**config.mk**
```make
export PLATFORM = sky130hd
export DESIGN_NAME = fifo_read_arbiter
export DESIGN_NICKNAME = d
export VERILOG_FILES = /design/src/rtl/libfifo_pkg.sv /design/src/rtl/fifo_read_arbiter_rr_select.sv /design/src/rtl/fifo_read_arbiter.sv
export SDC_FILE = /design/constraint.sdc
export NUM_CORES = 1
export LEC_CHECK = 0
export BUFFER_PORTS_ARGS = -buffer_cell sky130_fd_sc_hd__buf_4
export CAP_MARGIN = 20
export CORE_AREA = 2 2 69 71
export CTS_CLUSTER_SIZE = 30
export DETAILED_ROUTE_END_ITERATION = 16
export DIE_AREA = 0 0 71 73
export PLACE_DENSITY = 0.88
export SLEW_MARGIN = 20
export SYNTH_ARGS = -nofsm -noshare
export SYNTH_HDL_FRONTEND = slang
export SYNTH_HIERARCHICAL = 1
export SYNTH_SLANG_ARGS = --single-unit
export TNS_END_PERCENT = 30
```
**constraint.sdc**
```tcl
create_clock -name clk -period 3.2 [get_ports clk]
set_input_delay 0.48 -clock clk [delete_from_list [all_inputs] [get_ports clk]]
set_output_delay 0.48 -clock clk [all_outputs]
set_load 0.05 [all_outputs]
```
**src/rtl/libfifo_pkg.sv**
```systemverilog
// Shared types for the FIFO library: arbiter FSM states and FIFO fill status.
package libfifo_pkg;

  typedef enum logic {
    ARB_IDLE  = 1'b0,
    ARB_BURST = 1'b1
  } arb_state_t;

  typedef enum logic [1:0] {
    FILL_EMPTY       = 2'd0,
    FILL_PARTIAL     = 2'd1,
    FILL_ALMOST_FULL = 2'd2,
    FILL_FULL        = 2'd3
  } fill_status_t;

  // Almost-full means one free slot or fewer remains.
  function automatic fill_status_t fill_status(input int unsigned level,
                                               input int unsigned depth);
    fill_status_t status;
    if (level == 0)
      status = FILL_EMPTY;
    else if (level >= depth)
      status = FILL_FULL;
    else if (level + 1 >= depth)
      status = FILL_ALMOST_FULL;
    else
      status = FILL_PARTIAL;
    return status;
  endfunction

endpackage

```
**src/rtl/fifo_read_arbiter_rr_select.sv**
```systemverilog
// Round-robin search: first set req bit strictly after 'last', wrapping modulo NUM_PORTS.
module rr_select #(
  parameter int NUM_PORTS = 4,
  localparam int PORTBITS = $clog2(NUM_PORTS)
) (
  input  logic [NUM_PORTS-1:0] req,
  input  logic [PORTBITS-1:0]  last,
  output logic                 found,
  output logic [PORTBITS-1:0]  index
);

  int unsigned          cand;
  logic [PORTBITS-1:0]  cand_idx;

  // Scan farthest-first so the nearest candidate after 'last' overwrites the rest.
  always_comb begin
    found    = 1'b0;
    index    = '0;
    cand     = 0;
    cand_idx = '0;
    for (int i = NUM_PORTS; i >= 1; i--) begin
      cand     = (int'(last) + i) % NUM_PORTS;
      cand_idx = cand[PORTBITS-1:0];
      if (req[cand_idx]) begin
        found = 1'b1;
        index = cand_idx;
      end
    end
  end

endmodule

```
**src/rtl/fifo_read_arbiter.sv**
```systemverilog
// Round-robin read arbiter draining up to BURST words per grant from FWFT source FIFOs.
//   state     | meaning
//   ARB_IDLE  | no grant held; one cycle to pick the next requester after last_grant
//   ARB_BURST | grant held; transfers on out_valid && out_ready until BURST or req drops
module fifo_read_arbiter
  import libfifo_pkg::*;
#(
  parameter int NUM_PORTS = 4,
  parameter int WIDTH     = 32,
  parameter int BURST     = 8,
  localparam int PORTBITS = $clog2(NUM_PORTS),
  localparam int CNTBITS  = $clog2(BURST + 1)
) (
  input  logic                       clk,
  input  logic                       reset,
  input  logic [NUM_PORTS-1:0]       port_enable,
  input  logic [NUM_PORTS-1:0]       fifo_empty,
  input  logic [NUM_PORTS*WIDTH-1:0] fifo_dataout,
  output logic [NUM_PORTS-1:0]       fifo_read,
  output logic [WIDTH-1:0]           out_data,
  output logic                       out_valid,
  input  logic                       out_ready,
  output logic [PORTBITS-1:0]        out_port,
  output logic                       out_last
);

  localparam logic [CNTBITS-1:0]  LAST_COUNT = CNTBITS'(BURST - 1);
  localparam logic [PORTBITS-1:0] LAST_PORT  = PORTBITS'(NUM_PORTS - 1);

  arb_state_t            state;
  logic [PORTBITS-1:0]   grant;
  logic [PORTBITS-1:0]   last_grant;
  logic [CNTBITS-1:0]    count;

  logic [NUM_PORTS-1:0]  req;
  logic                  req_grant;
  logic                  sel_found;
  logic [PORTBITS-1:0]   sel_index;
  logic                  transfer;
  logic                  at_limit;

  assign req       = port_enable & ~fifo_empty;
  assign req_grant = req[grant];
  assign at_limit  = (count == LAST_COUNT);
  assign out_valid = (state == ARB_BURST) && req_grant;
  assign transfer  = out_valid && out_ready;
  assign out_last  = out_valid && at_limit;
  assign out_port  = grant;

  always_comb begin
    out_data = '0;
    for (int i = 0; i < NUM_PORTS; i++) begin
      if (grant == PORTBITS'(i))
        out_data = fifo_dataout[i*WIDTH +: WIDTH];
    end
  end

  always_comb begin
    fifo_read = '0;
    if (transfer)
      fifo_read[grant] = 1'b1;
  end

  rr_select #(
    .NUM_PORTS(NUM_PORTS)
  ) u_rr_select (
    .req   (req),
    .last  (last_grant),
    .found (sel_found),
    .index (sel_index)
  );

  // last_grant resets to the top port so the first search after reset lands on port 0.
  always_ff @(posedge clk or posedge reset) begin
    if (reset) begin
      state      <= ARB_IDLE;
      grant      <= '0;
      count      <= '0;
      last_grant <= LAST_PORT;
    end else begin
      case (state)
        ARB_IDLE: begin
          if (sel_found) begin
            grant <= sel_index;
            count <= '0;
            state <= ARB_BURST;
          end
        end
        ARB_BURST: begin
          if (!req_grant) begin
            last_grant <= grant;
            state      <= ARB_IDLE;
          end else if (transfer) begin
            count <= count + CNTBITS'(1);
            if (at_limit) begin
              last_grant <= grant;
              state      <= ARB_IDLE;
            end
          end
        end
        default: state <= ARB_IDLE;
      endcase
    end
  end

endmodule

```
[Word level (Yosys, flattened, before mapping)]
Index checks and enable logic that the tools add are counted.
Operators by class
  add/sub/neg operators: 5
  bitwise logic cells: 3
  reduce and logical (&&, ||, !) cells: 8
  magnitude comparators: 6
  multiplexer cells: 37
  equal/unequal tests: 9
Operators with widths (number)
  $mux W32: 4
  $mux W4: 4
  $lt A2 B3 Y1 const B: 5
  $mux W1: 14
  $mux W2: 7
  $bmux W1 S2: 5
  $ne A2 B1 Y1 const B: 4
  $pmux W4 S2: 1
  $reduce_and A3 Y1: 2
  $add A2 B1 Y2 const B: 2
  $add A2 B2 Y2 const B: 2
  $add A4 B1 Y4 const B: 1
  $and A4 B4 Y4: 1
  $eq A2 B2 Y1 const B: 2
  $eq A4 B3 Y1 const B: 1
  $logic_and A1 B1 Y1: 4
  $not A4 Y4: 1
  $demux W1 S2: 1
  $eq A2 B1 Y1 const B: 1
  $ge A2 B1 Y1 const B: 1
  $logic_not A2 Y1: 1
  $ne A2 B2 Y1 const B: 1
  $pmux W1 S2: 1
  $reduce_and A2 Y1: 1
  $not A1 Y1: 1
Storage, ports and cells
  bits in registers: 9
  output and inout port bits: 40

[Longest topological paths before layout]
  word-level depth: 10
  depth in mapped cells: 7
  depth with buffers taken out: 7

[By module]
Netlist, hierarchy kept.
Modules (own cells, without submodules)
  fifo_read_arbiter: sequential area each 227.7 um2, cells each 93, area an instance 1327.5 um2, times used 1
  rr_select: sequential area each 0.0 um2, cells each 14, area an instance 91.3 um2, times used 1

[Least setup slack after synthesis]
No wires, ideal clock.
  path kind: register to output
  from: register grant[0] (netlist: out_port[0])
  to: output port out_last
  data required time: 2.720 ns
  buffers on the path: 0
  stages on the path, launching flop included: 3
  path slack: -0.137 ns
  arrival time: 2.857 ns
  path through: dfrtp_1 mux4_2 nor4_1
On the way
  word-level cells in the longest chain between the ends: 4
Ends and longest elaborated chain
  start: declaration: RTL line fifo_read_arbiter.sv:31  | logic [PORTBITS-1:0] grant;
  start signal: assignment: RTL line fifo_read_arbiter.sv:84  | grant <= sel_index;
  $bmux W1 S2: RTL line fifo_read_arbiter.sv:43  | assign req_grant = req[grant];
  $mux W1 (not written as such): RTL line fifo_read_arbiter.sv:43
  $logic_and A1 B1 Y1: RTL line fifo_read_arbiter.sv:45  | assign out_valid = (state == ARB_BURST) && req_grant;
  $logic_and A1 B1 Y1: RTL line fifo_read_arbiter.sv:47  | assign out_last = out_valid && at_limit;
  end: declaration: RTL line fifo_read_arbiter.sv:24  | output logic out_last
No other way between the ends. The select of a mux whose other input is x is not followed.

[Worst setup path in the final report]
  from: register grant[0] (netlist: out_port[0])
  to: output port out_data[21]
On the way
  word-level cells in the longest chain between the ends: 5
  elaborated cells between the ends (all ways): 8
Ends and longest elaborated chain
  $logic_not A2 Y1: RTL line fifo_read_arbiter.sv:53  | if (grant == PORTBITS'(i))
  $mux W32 (3 in a row): RTL line fifo_read_arbiter.sv:53
  $mux W32 (*): RTL line fifo_read_arbiter.sv:53
  end: declaration: RTL line fifo_read_arbiter.sv:20  | output logic [WIDTH-1:0] out_data,
Mark *: on every way between the ends. The rest lies on a longest branch, timed or not.

==> reports/results.tsv <==
metric	value	unit
Starting DRT DRC Count	55	
nets	424	
largest net degree at the start of global routing	40	
DIE AREA	5180	sq um
worst hold margin	0.225	ns
share of layout cells above drive strength 1	82.3	%
Top FF cell, synth	dfrtp_1	
element type at the critical path end	output pin	
Util after Layout	62.8	%
vias in the first global route	1757	
number of synthesized register bits	9	
DRC	0	
Post-synth EDFFs	0	
port buffer count	178	
Vias/cell	5.28	
Mapped Cells	107	
CTS tree	built	
GR Util All Layers	25.3	%
Worst setup SP type	register	
Reg2Reg Depth	3	
sequential fraction of the synthesis area	16.0	%
number of inserted diodes	0	
Yosys top cell area share	52.4	%
CP arrival	2.12	ns
post-cts resize count	0	
depth of the CTS H-tree	1	
wire per inst	20.7	um
GPL Wtd Cong	0.873	
grt total ovfl	0	
Clk Latency, worst-skew pair	0.23	ns
Setup TNS	0	ns
f_max	384	MHz
core area	4540	sq um
clk slew on worst S/H paths	0.05	ns
initial antenna violation count	0	
hold buffer count at CTS	0	
syn nets	247	
Yosys warning total	6	
Synth-to-Final Area Change	101	%
outcome	completed	
DP Worst Slack	0.807	ns
Avg Inst Size Synth	13.3	sq um
Detailed Routing Iterations Pass 1	5	
maximum VDD drop	0.604	mV
multi-input logic area	1130	sq um
Routed Antenna Nets	0	
Power Dens Cells	915	nW/um^2
Worst-Margin Slew	0.504	ns
Critical Path RT	2.72	ns
Placed Cells	333	
final wirelength	6960	um
most frequent cell after synthesis	mux4_2	
DP HPWL	5950	um
sequential cell area	229	sq um
Hold WC Path Type	in2async	
post-route insts no fill	337	
RSZ-0062 raised after global routing	no	
kind of critical path	reg2out	
clk_skew	0.000580	ns
Starting Density	31.3	%
Area contributors post-synth	mux4_2 52%, dfrtp_1 12%, nand2b_4 3.9%	
die extent in x	71	um
Final WS setup	0.598	ns
total CTS buffers	3	
postcts setup bufs	0	
clk root buf	clkbuf_8	
first-pass GRT wire length	9810	um
LEAKAGE	1.39	nW
asr flop ratio synth	100	%
final worst-path cycle share	81.3	%
clock buffer depth	2	
cell taking the most area after synthesis	mux4_2	
number of setup violations in the final report	0	
CP Max Fanout	28	
maxcap violations	0	
Final min period	2.60	ns
CTS sink count	9	
chip height	73	um
max_slew headroom	66.4	%
Max Slew Vio Count	0	
number of I/O pins	179	
Filler cells	373	
cell row count	25	
Final Hold Viols	0	
Synth Cell Area	1420	sq um
vias after detailed routing	1781	
most common library cells after synthesis	33 x mux4_2, 9 x nand2_1, 8 x inv_1	
Netlist cell types	31	
## sequential cells by signal, indices dropped and copies added, names as in the netlist
register    cells
count           4
last_grant      2
out_port        2
state           1
## worst max-delay path: stages, from the launching register on
cell	delay, ns
dfrtp_2	0.58
buf_4	0.50
mux4_2	0.58
buf_4	0.21
## placed cells by master, fill, tap and decap left out, drive strengths merged, types with 4 or more instances in the layout
cell / count
nand2b: 7
buf: 180
mux2i: 4
nor2: 5
nand2: 9
mux4: 33
clkbuf: 4
inv: 8
dfrtp: 7
mux2: 4
## per-layer routing
metal | vias up | routed length (um) | part of all wire [%] | global-route usage, %
li1 | 794 | - | - | -
met1 | 868 | 2490 | 36 | 32.1
met2 | 117 | 3400 | 49 | 40.0
met3 | 2 | 1060 | 15 | 13.1
met4 | 0 | 19 | 0.27 | 2.94
met5 | - | 0 | 0 | 0
## power by group
| group | internal [W] | total [W] | switching, W |
|---|---|---|---|
| Clock | 0.0000868 | 0.000131 | 0.0000444 |
| Sequential | 0.000165 | 0.000246 | 0.0000804 |
| Combinational | 0.000870 | 0.00223 | 0.00136 |
| Total | 0.00112 | 0.00261 | 0.00149 |
## per-stage QoR
stage,area [sq um],power [W]
floorplan,1430,0.00186
global placement,2800,0.00246
detailed placement,2800,0.00248
CTS,2850,0.00262
global route,2850,0.00273
finish,2850,0.00261
## kinds of logic after synthesis
family | count (synthesis) | synth area share, %
multiplexers | 41 | 58.9
flip-flops | 9 | 16.0
AO/OA/AOI/OAI | 9 | 5.64
AND/OR/NAND/NOR | 31 | 13.5
buffers and inverters | 16 | 5.03
adder cells (fa/ha/maj) | 1 | 0.882
## path summary, 6_finish.rpt
check | startpoint | end | slack (ns)
setup reg to reg | out_port[0]$_DFFE_PP0P_ | last_grant[0]$_DFFE_PP1P_ | 1.31
min in group clk | count[0]$_DFFE_PP0P_ | count[0]$_DFFE_PP0P_ | 0.52
hold / removal | reset | count[3]$_DFFE_PP0P_ | 0.22
max in group asynchronous | reset | last_grant[0]$_DFFE_PP1P_ | 2.67
setup / recovery | out_port[0]$_DFFE_PP0P_ | out_data[21] | 0.60
hold reg to reg | count[0]$_DFFE_PP0P_ | count[0]$_DFFE_PP0P_ | 0.52
## final cells by class
type / instances / area share (%)
Multi-Input combinational cell: 82 / 39.5
Clock buffer: 4 / 1.58
Tap cell: 54 / 2.37
Sequential cell: 9 / 8.04
Inverter: 8 / 1.05
Timing Repair Buffer: 180 / 47.4
Note: power is estimated with default switching activity, not from simulation.
